[config.mk]
export PLATFORM = sky130hd
export DESIGN_NAME = edge_detector_multi
export DESIGN_NICKNAME = d
export VERILOG_FILES = /design/src/rtl/edge_pkg.sv /design/src/rtl/edge_channel.sv /design/src/rtl/edge_detector_multi.sv
export SDC_FILE = /design/constraint.sdc
export NUM_CORES = 1
export LEC_CHECK = 0
export CAP_MARGIN = 15
export CORE_UTILIZATION = 45
export DETAILED_ROUTE_END_ITERATION = 12
export PLACE_DENSITY_LB_ADDON = 0.3
export SYNTH_ARGS = -nofsm -noshare
export SYNTH_HDL_FRONTEND = slang
export SYNTH_SLANG_ARGS = --single-unit
[constraint.sdc]
create_clock -name clk -period 2.3 [get_ports clk]
set_clock_uncertainty 0.1 [all_clocks]
set_input_delay 0.345 -clock clk [delete_from_list [all_inputs] [get_ports clk]]
set_output_delay 0.345 -clock clk [all_outputs]
set_load 0.1 [all_outputs]
[src/rtl/edge_pkg.sv]
// Shared definitions for the multi-channel edge detector.
// Holds the per-channel edge-select encoding used by edge_channel and
// edge_detector_multi.
package edge_pkg;

  typedef logic [1:0] mode_t;

  localparam mode_t MODE_OFF  = 2'b00;
  localparam mode_t MODE_RISE = 2'b01;
  localparam mode_t MODE_FALL = 2'b10;
  localparam mode_t MODE_BOTH = 2'b11;

endpackage

[src/rtl/edge_channel.sv]
// One edge-detector channel: synchroniser chain, debounce filter, filtered
// level register and a one-cycle event pulse.
// Ports:
//   clk   - clock, all state on rising edge
//   R     - synchronous active-low reset
//   a     - raw asynchronous input
//   mode  - edge select (OFF/RISE/FALL/BOTH)
//   level - filtered, synchronised level
//   q     - registered one-cycle event pulse
//   hit   - combinational "q will be high after this edge"; lets the parent
//           set its sticky flag on the same edge that q rises
module edge_channel
  import edge_pkg::*;
#(
  parameter int SYNC_STAGES = 2,
  parameter int FILTER_LEN  = 4,
  parameter bit RESET_LEVEL = 1'b0
) (
  input  logic  clk,
  input  logic  R,
  input  logic  a,
  input  mode_t mode,
  output logic  level,
  output logic  q,
  output logic  hit
);

  localparam int CW = $clog2(FILTER_LEN + 1);
  localparam logic [CW-1:0] CNT_LAST = CW'(FILTER_LEN - 1);

  logic [SYNC_STAGES-1:0] sync_p0;
  logic                   s;
  logic [CW-1:0]          cnt;
  logic                   flip;

  function automatic logic edge_match(input mode_t m, input logic rising);
    logic r;
    r = 1'b0;
    case (m)
      MODE_OFF:  r = 1'b0;
      MODE_RISE: r = rising;
      MODE_FALL: r = !rising;
      MODE_BOTH: r = 1'b1;
    endcase
    return r;
  endfunction

  assign s = sync_p0[SYNC_STAGES-1];

  // A flip happens when s has disagreed with level for FILTER_LEN edges in a
  // row; s itself is the new level, so it also gives the edge direction.
  assign flip = (s != level) && (cnt == CNT_LAST);
  assign hit  = flip && edge_match(mode, s);

  always_ff @(posedge clk) begin
    if (!R) begin
      sync_p0 <= {SYNC_STAGES{RESET_LEVEL}};
      level   <= RESET_LEVEL;
      cnt     <= '0;
      q       <= 1'b0;
    end else begin
      // stage: synchroniser shift
      sync_p0 <= {sync_p0[SYNC_STAGES-2:0], a};
      // stage: filter and pulse
      q <= hit;
      if (s == level) begin
        cnt <= '0;
      end else if (cnt == CNT_LAST) begin
        level <= s;
        cnt   <= '0;
      end else begin
        cnt <= cnt + CW'(1);
      end
    end
  end

endmodule

[src/rtl/edge_detector_multi.sv]
// Parametrised multi-channel edge detector with debounce, per-channel edge
// select, sticky event flags and a global summary flag.
// Ports:
//   clk    - clock, all logic on rising edge
//   R      - synchronous active-low reset
//   A      - raw asynchronous inputs, one bit per channel
//   mode   - per-channel edge select, bits [2i+1:2i] for channel i
//   clr    - per-channel sticky clear (level-sensitive)
//   Q      - one-cycle event pulses
//   level  - filtered, synchronised input levels
//   sticky - latched event flags
//   any    - OR of sticky
module edge_detector_multi
  import edge_pkg::*;
#(
  parameter int WIDTH       = 4,
  parameter int SYNC_STAGES = 2,
  parameter int FILTER_LEN  = 4,
  parameter bit RESET_LEVEL = 1'b0
) (
  input  logic               clk,
  input  logic               R,
  input  logic [WIDTH-1:0]   A,
  input  logic [2*WIDTH-1:0] mode,
  input  logic [WIDTH-1:0]   clr,
  output logic [WIDTH-1:0]   Q,
  output logic [WIDTH-1:0]   level,
  output logic [WIDTH-1:0]   sticky,
  output logic               any
);

  logic [WIDTH-1:0] hit;

  for (genvar i = 0; i < WIDTH; i++) begin : g_ch
    edge_channel #(
      .SYNC_STAGES (SYNC_STAGES),
      .FILTER_LEN  (FILTER_LEN),
      .RESET_LEVEL (RESET_LEVEL)
    ) u_ch (
      .clk   (clk),
      .R     (R),
      .a     (A[i]),
      .mode  (mode[2*i +: 2]),
      .level (level[i]),
      .q     (Q[i]),
      .hit   (hit[i])
    );
  end

  // Set has priority over clear so an event arriving while software is
  // clearing the flag is never lost.
  always_ff @(posedge clk) begin
    if (!R) begin
      sticky <= '0;
    end else begin
      sticky <= hit | (sticky & ~clr);
    end
  end

  assign any = |sticky;

endmodule
* After elaboration in Yosys (flattened, before gate mapping)
Index checks and enable logic that the tools add are counted.
** Word-level totals
- Register bits after elaboration :: 32
- Input port bits :: 18
** Cells by class
- Add/sub/neg operators :: 4
- Eq/ne operators :: 24
- Multiplexer cells :: 4
- Bitwise gates (word level) :: 8
- Reduce and logical (&&, ||, !) cells :: 25
** Operators with widths (number)
- $eq 2x2->1 const B :: 8
- $pmux 1 s4 :: 4
- $add 3x1->3 const B :: 4
- $eq 3x2->1 const B :: 4
- $reduce_or 3->1 :: 4
- $eq 2x1->1 const B :: 4
- $logic_and 1x1->1 :: 8
- $logic_not 2->1 :: 4
- $reduce_and 2->1 :: 4
- $not 1->1 :: 5
- $and 4x4->4 :: 1
- $eq 1x1->1 :: 4
- $logic_not 1->1 :: 4
- $ne 1x1->1 :: 4
- $not 4->4 :: 1
- $or 4x4->4 :: 1
- $reduce_or 4->1 :: 1

* Longest topological paths before layout
Gate-level depths: netlist (run 1).
- Depth after elaboration :: 4
- Gate-level depth with buffers :: 5
- Depth with buffers taken out :: 5

* Modules after synthesis
A second synthesis (run 1) with hierarchy kept.
** Unflattened totals
- Cell total of the unflattened synthesis :: 105
- Area, all modules :: 1198.6 µm²
** Modules (own cells, without submodules)
- edge_channel :: instances 4, cells an instance 23, area each 264.0 µm²
- edge_detector_multi :: instances 1, cells an instance 13, area each 142.6 µm²

* Worst setup path before layout (run 1)
Ideal clock, no wire load.
- Kind :: flip-flop to output port
- Start point :: register sticky[2]
- End point :: output any
- Arrival :: 1777 ps
- Slack :: 78 ps
- Cell stages (with the launch flop) :: 2
- Buffers on the path :: 0
- Cell sequence :: dfxtp_1 > or4_1
** On the way
- Longest elaborated chain between the ends :: 1
** Ends and longest elaborated chain
- from (decl) :: RTL line edge_detector_multi.sv:28 : output logic [WIDTH-1:0] sticky,
- from (signal assigned) :: RTL line edge_detector_multi.sv:56 : sticky <= hit | (sticky & ~clr);
- $reduce_or 4->1 :: RTL line edge_detector_multi.sv:60 : assign any = |sticky;
- to (decl) :: RTL line edge_detector_multi.sv:29 : output logic any
Every way passes these cells.

* Final worst setup path (run 1)
Same ends and word-level chain as after synthesis.

==> results of run 1 <==
## path summary, 6_finish.rpt
path                                    end  slack, ps
min reg2reg  g_ch[3].u_ch.cnt[0]$_SDFF_PP0_        320
max                                     any        420
max reg2reg            sticky[0]$_SDFF_PN0_       1030
min          g_ch[3].u_ch.cnt[0]$_SDFF_PP0_        320
## cells in the mapped netlist
master,n
dfxtp_1,32
nor2_1,13
inv_1,11
and2_1,8
buf_4,8
ha_1,8
nand3b_1,7
nand2_1,5
a31o_2,4
mux2i_1,4
nand3b_2,4
nor2b_1,4
xor2_1,4
a21oi_2,3
and3_1,1
buf_6,1
clkbuf_2,1
o21ai_1,1
or4_1,1
## area by class of cell
type	instances	area (sq um)	share of cell area [%]
multi-input cells	67	495	32.0
well taps	30	37.5	2.42
flip-flops and latches	32	641	41.4
inverters	11	41.3	2.67
clock buffers	8	58.8	3.80
repair buffers	31	275	17.8
## state kept, by name, summed over array words and instances, names as in the netlist
name and count:
g_ch.u_ch.cnt 12, g_ch.u_ch.sync_p0 8, g_ch.u_ch.level 4, g_ch.u_ch.q 4
sticky 4
## where the power goes
group          internal (mW)  switching, mW
registers              0.562        0.00459
logic                 0.0353         0.0165
clock network          0.151          0.173
## metal layers
layer	vias up	share of wire, %	track usage [%]
met3	4	8.3	6.94
met1	346	43	15.1
met4	0	1.6	12.8
li1	435	-	-
met5	-	0	0
met2	31	47	26.1
## critical path: cells and delay by family (launching register included)
kind	cells	cell delay, ps
flops	1	350
buf+inv	1	250
simple gates	1	520
## cell families after synthesis
kind of cell / synth area share (%)
buffers and inverters: 9.38
adder cells (fa/ha/maj): 7.98
XOR/XNOR: 2.79
multiplexers: 3.19
flip-flops: 51.1
AO/OA/AOI/OAI: 5.29
AND/OR/NAND/NOR: 20.3
## stage by stage
step	cell area (sq um)	util [%]	std cells
after global placement	1490	58.6	171
after floorplan	1250	-	120
final	1550	60.9	179
after global routing	1550	60.9	179
after detailed placement	1490	58.6	171
after CTS	1550	60.9	179
==> flow_summary.json, run 1 <==
{
  "hold_start": "g_ch[3].u_ch.cnt[0]$_SDFF_PP0_",
  "die_h_um": 54.8,
  "maxCapViolCount": 0,
  "syn_to_final_growth_pct": 23.6,
  "drv_slew": 0,
  "finalPower_mw": 0.942,
  "worstHoldPathType": "reg2reg",
  "nets": 174,
  "slowest_delay_ps": 520,
  "antenna_found_initial": 0,
  "grt_pass1_vias": 759,
  "die_w_um": 54.8,
  "clkSlewWorstSetupHoldPaths_ps": 90,
  "ios": 31,
  "drt_first_pass_iters": 4,
  "die-area_sq_um": 3000,
  "cts_max_level": 2,
  "cellLeakagePower_nw": 0.661,
  "hold_viol": 0,
  "fin_crit_ps": 1880,
  "ys_types": 19,
  "cp-end-kind": "output pin",
  "min_path_cells": 1,
  "tns_ps": 0,
  "fin_ws_ps": 417,
  "status": "completed",
  "grt_usage_pct": 15.8,
  "yosys_warnings": 0,
  "setup_viol": 0,
  "clock_sinks": 32,
  "synthCells": 120,
  "syn_area_per_cell_sq_um": 10.4,
  "worstMarginPinSlew_ps": 651,
  "max_slew_margin_pct": 56.5,
  "dp.final_hpwl_mm": 1.44,
  "start_util_pct": 49.3,
  "ys_seq_elements": 32,
  "path_class": "reg2out",
  "rr_startpoint": "g_ch[0].u_ch.cnt[0]$_SDFF_PP0_",
  "ys_seq_area_share_pct": 51.1,
  "first_iter_violations": 6,
  "crit_arrival_ps": 1440,
  "route.detailed.drc": 0,
  "routabilityCongestion": 0.677,
  "clk_latency_ps": 320,
  "cts_setup_buffers": 0,
  "num_rows": 18,
  "worstPathCellList": "or4_1 > buf_4",
  "whs_ps": 322,
  "antenna-diode-count": 0,
  "core_sq_um": 2540,
  "synthTopCellsByArea": "dfxtp_1, ha_1, buf_4, nand3b_1, and2_1",
  "layout_commonest_cell": "dfxtp_1",
  "worst-path-max-fanout": 3,
  "vias_per_cell": 4.56,
  "syn_nets": 146,
  "ir_worst_vdd_uv": 419,
  "crit_path_start_kind": "register",
  "crit_slowest_cell": "or4_1",
  "detail_route.wl_per_cell_um": 10.7,
  "startpoint": "sticky[2]$_SDFF_PN0_",
  "syn-cell-area_sq_um": 1250,
  "ctsHoldBuffers": 0,
  "rr_worst_depth": 5,
  "powerDensity_nw_per_um2": 608,
  "dp_slack_ps": 511,
  "grt_pass1_wl_mm": 3.06,
  "required_ps": 1860,
  "totalWireLength_mm": 1.92,
  "num_vias": 816,
  "rsz0062_at_grt": "no",
  "synth_top_area_share_pct": 51.1,
  "cts_buffers": 5,
  "fmax_mhz": 531,
  "finalCritPeriodShare_pct": 81.9,
  "yosys.area.top_type": "dfxtp_1",
  "cts_tree": "built",
  "cts-root-buf": "clkbuf_4",
  "nFillCells": 218,
  "drive_gt1_share_pct": 20.8,
  "antenna_left": 0,
  "final_cell_mix": "dfxtp_1, clkdlybuf4s50_1, buf_4",
  "grt_max_degree": 20,
  "grt-ovfl-total": 0,
  "port_buffers": 30,
  "clockBufferDepth": 2,
  "post_cts_resized": 0
}
Note: power is estimated with default switching activity, not from simulation.
==> inputs of run 2 (changes only) <==
--- a/config.mk
+++ b/config.mk
@@ -6,7 +6,7 @@
 export NUM_CORES = 1
 export LEC_CHECK = 0
 export CAP_MARGIN = 15
-export CORE_UTILIZATION = 45
+export CORE_UTILIZATION = 43
 export DETAILED_ROUTE_END_ITERATION = 12
 export PLACE_DENSITY_LB_ADDON = 0.3
 export SYNTH_ARGS = -nofsm -noshare
==> constraint.sdc (replaced) <==
create_clock -name clk -period 1.6 [get_ports clk]
set_clock_uncertainty 0.1 [all_clocks]
set_input_delay 0.24 -clock clk [delete_from_list [all_inputs] [get_ports clk]]
set_output_delay 0.24 -clock clk [all_outputs]
set_load 0.1 [all_outputs]
==> run 2 against run 1 <==
Compared with the run above: the flow now finishes with violations (negative setup slack); first-iteration DRC count rose to 2.8 times the previous value; clock power up 44%; largest power group unchanged; largest cell class unchanged; register-to-register slack worse by 710 ps; critical path type unchanged; count of clock-buffer cells in the layout unchanged; hold slack worse by 1.8 ps; via count up 4.7%.
==> flow_summary.json, run 2 (synthesized netlist as in run 1, its figures left out) <==
{
  "status": "finished, violations left",
  "violations": "negative setup slack",
  "cts-root-buf": "clkbuf_4",
  "core_sq_um": 2760,
  "crit_arrival_ps": 1380,
  "clkSlewWorstSetupHoldPaths_ps": 90,
  "cts_max_level": 2,
  "clk_latency_ps": 330,
  "fmax_mhz": 583,
  "detail_route.wl_per_cell_um": 10.6,
  "setup_viol": 1,
  "grt_max_degree": 26,
  "whs_ps": 320,
  "ctsHoldBuffers": 0,
  "fin_crit_ps": 1720,
  "port_buffers": 30,
  "ir_worst_vdd_uv": 677,
  "totalWireLength_mm": 1.93,
  "ios": 31,
  "grt_usage_pct": 14.0,
  "crit_slowest_cell": "or4_4",
  "cts_buffers": 5,
  "drive_gt1_share_pct": 25.2,
  "first_iter_violations": 17,
  "antenna_found_initial": 0,
  "crit_path_start_kind": "register",
  "die_w_um": 56.0,
  "required_ps": 1260,
  "final_cell_mix": "dfxtp_1, clkdlybuf4s50_1, buf_12",
  "fin_ws_ps": -115,
  "path_class": "reg2out",
  "routabilityCongestion": 0.657,
  "dp.final_hpwl_mm": 1.43,
  "grt_pass1_vias": 783,
  "cts_tree": "built",
  "slowest_delay_ps": 540,
  "grt_pass1_wl_mm": 3.25,
  "vias_per_cell": 4.69,
  "nFillCells": 227,
  "die-area_sq_um": 3140,
  "num_rows": 19,
  "worstPathCellList": "or4_4 > buf_12",
  "hold_viol": 0,
  "cp-end-kind": "output pin",
  "grt-ovfl-total": 0,
  "antenna-diode-count": 0,
  "finalPower_mw": 1.36,
  "crit_family": "simple AND/OR/NAND/NOR gates",
  "antenna_left": 0,
  "start_util_pct": 45.5,
  "tns_ps": -115,
  "rsz0062_at_grt": "yes",
  "clockBufferDepth": 2,
  "clock_sinks": 32,
  "place_area_sq_um": 1680,
  "utilization_pct": 63.5,
  "worstHoldPathType": "reg2reg",
  "drt_first_pass_iters": 3,
  "maxCapViolCount": 0,
  "route.detailed.drc": 0,
  "worst-path-max-fanout": 2,
  "cellLeakagePower_nw": 0.713,
  "final_area_sq_um": 1750,
  "worstMarginPinSlew_ps": 234,
  "num_vias": 854,
  "drv_slew": 0,
  "finalCritPeriodShare_pct": 107,
  "nets": 176,
  "reg.largest.list": "g_ch.u_ch.cnt (12), g_ch.u_ch.sync_p0 (8)",
  "regMostFlops": "g_ch.u_ch.cnt",
  "powerDensity_nw_per_um2": 775,
  "path_buf_inv": 1,
  "largest_reg_flops": 12,
  "syn_to_final_growth_pct": 39.7,
  "layout_commonest_cell": "dfxtp_1",
  "die_h_um": 56.0,
  "max_slew_margin_pct": 84.4
}
==> run 2: metrics by stage <==
| stage | setup slack [ps] | cells |
|---|---|---|
| 6_report | -115 | 182 |
| 5_1_grt | -158 | 182 |
| 4_1_cts | -140 | 182 |
| 3_5_place_dp | 173 | 172 |
| 3_3_place_gp | 205 | 172 |
| 2_1_floorplan | 9.04 | 120 |
==> run 2: power by group <==
part | leakage (nW) | switching (mW) | internal, mW
clock | 0.0326 | 0.249 | 0.217
combinational | 0.418 | 0.0250 | 0.0542
sequential | 0.262 | 0.00684 | 0.806
total | 0.713 | 0.281 | 1.08
==> run 2: worst paths after layout <==
kind	startpoint	to	slack, ps	cells past startpoint
worst min register to register	g_ch[0].u_ch.cnt[0]$_SDFF_PP0_	g_ch[0].u_ch.cnt[0]$_SDFF_PP0_	320	1
worst max register to register	g_ch[1].u_ch.cnt[0]$_SDFF_PP0_	sticky[1]$_SDFF_PN0_	320	5
worst max-delay path	sticky[1]$_SDFF_PN0_	any	-120	2
worst min-delay path	g_ch[0].u_ch.cnt[0]$_SDFF_PP0_	g_ch[0].u_ch.cnt[0]$_SDFF_PP0_	320	1
==> run 2: layout make-up <==
cell class | instances | area, sq um | share of cell area [%]
Clock buffer | 8 | 58.8 | 3.36
Inverter | 11 | 41.3 | 2.36
Multi-Input combinational cell | 67 | 499 | 28.5
Sequential cell | 32 | 648 | 37.0
Tap cell | 31 | 38.8 | 2.21
Timing Repair Buffer | 33 | 465 | 26.6
==> run 2: per-layer routing <==
layer / global-route usage [%] / routed length [um] / vias to the layer above
li1: - / - / 440
met2: 23.1 / 909 / 26
met3: 4.88 / 121 / 6
met5: 0 / 0 / -
met1: 14.5 / 841 / 382
met4: 10.5 / 53 / 0
==> run 2: what timing repair did <==
| item | 4_1_cts | 5_1_grt |
|---|---|---|
| pin swaps | 1 | 0 |
| setup buffers | 2 | 0 |
| hold endpoints to repair | 0 | 0 |
| resized for setup | 1 | 0 |
| endpoints found under the setup margin | 1 | 1 |
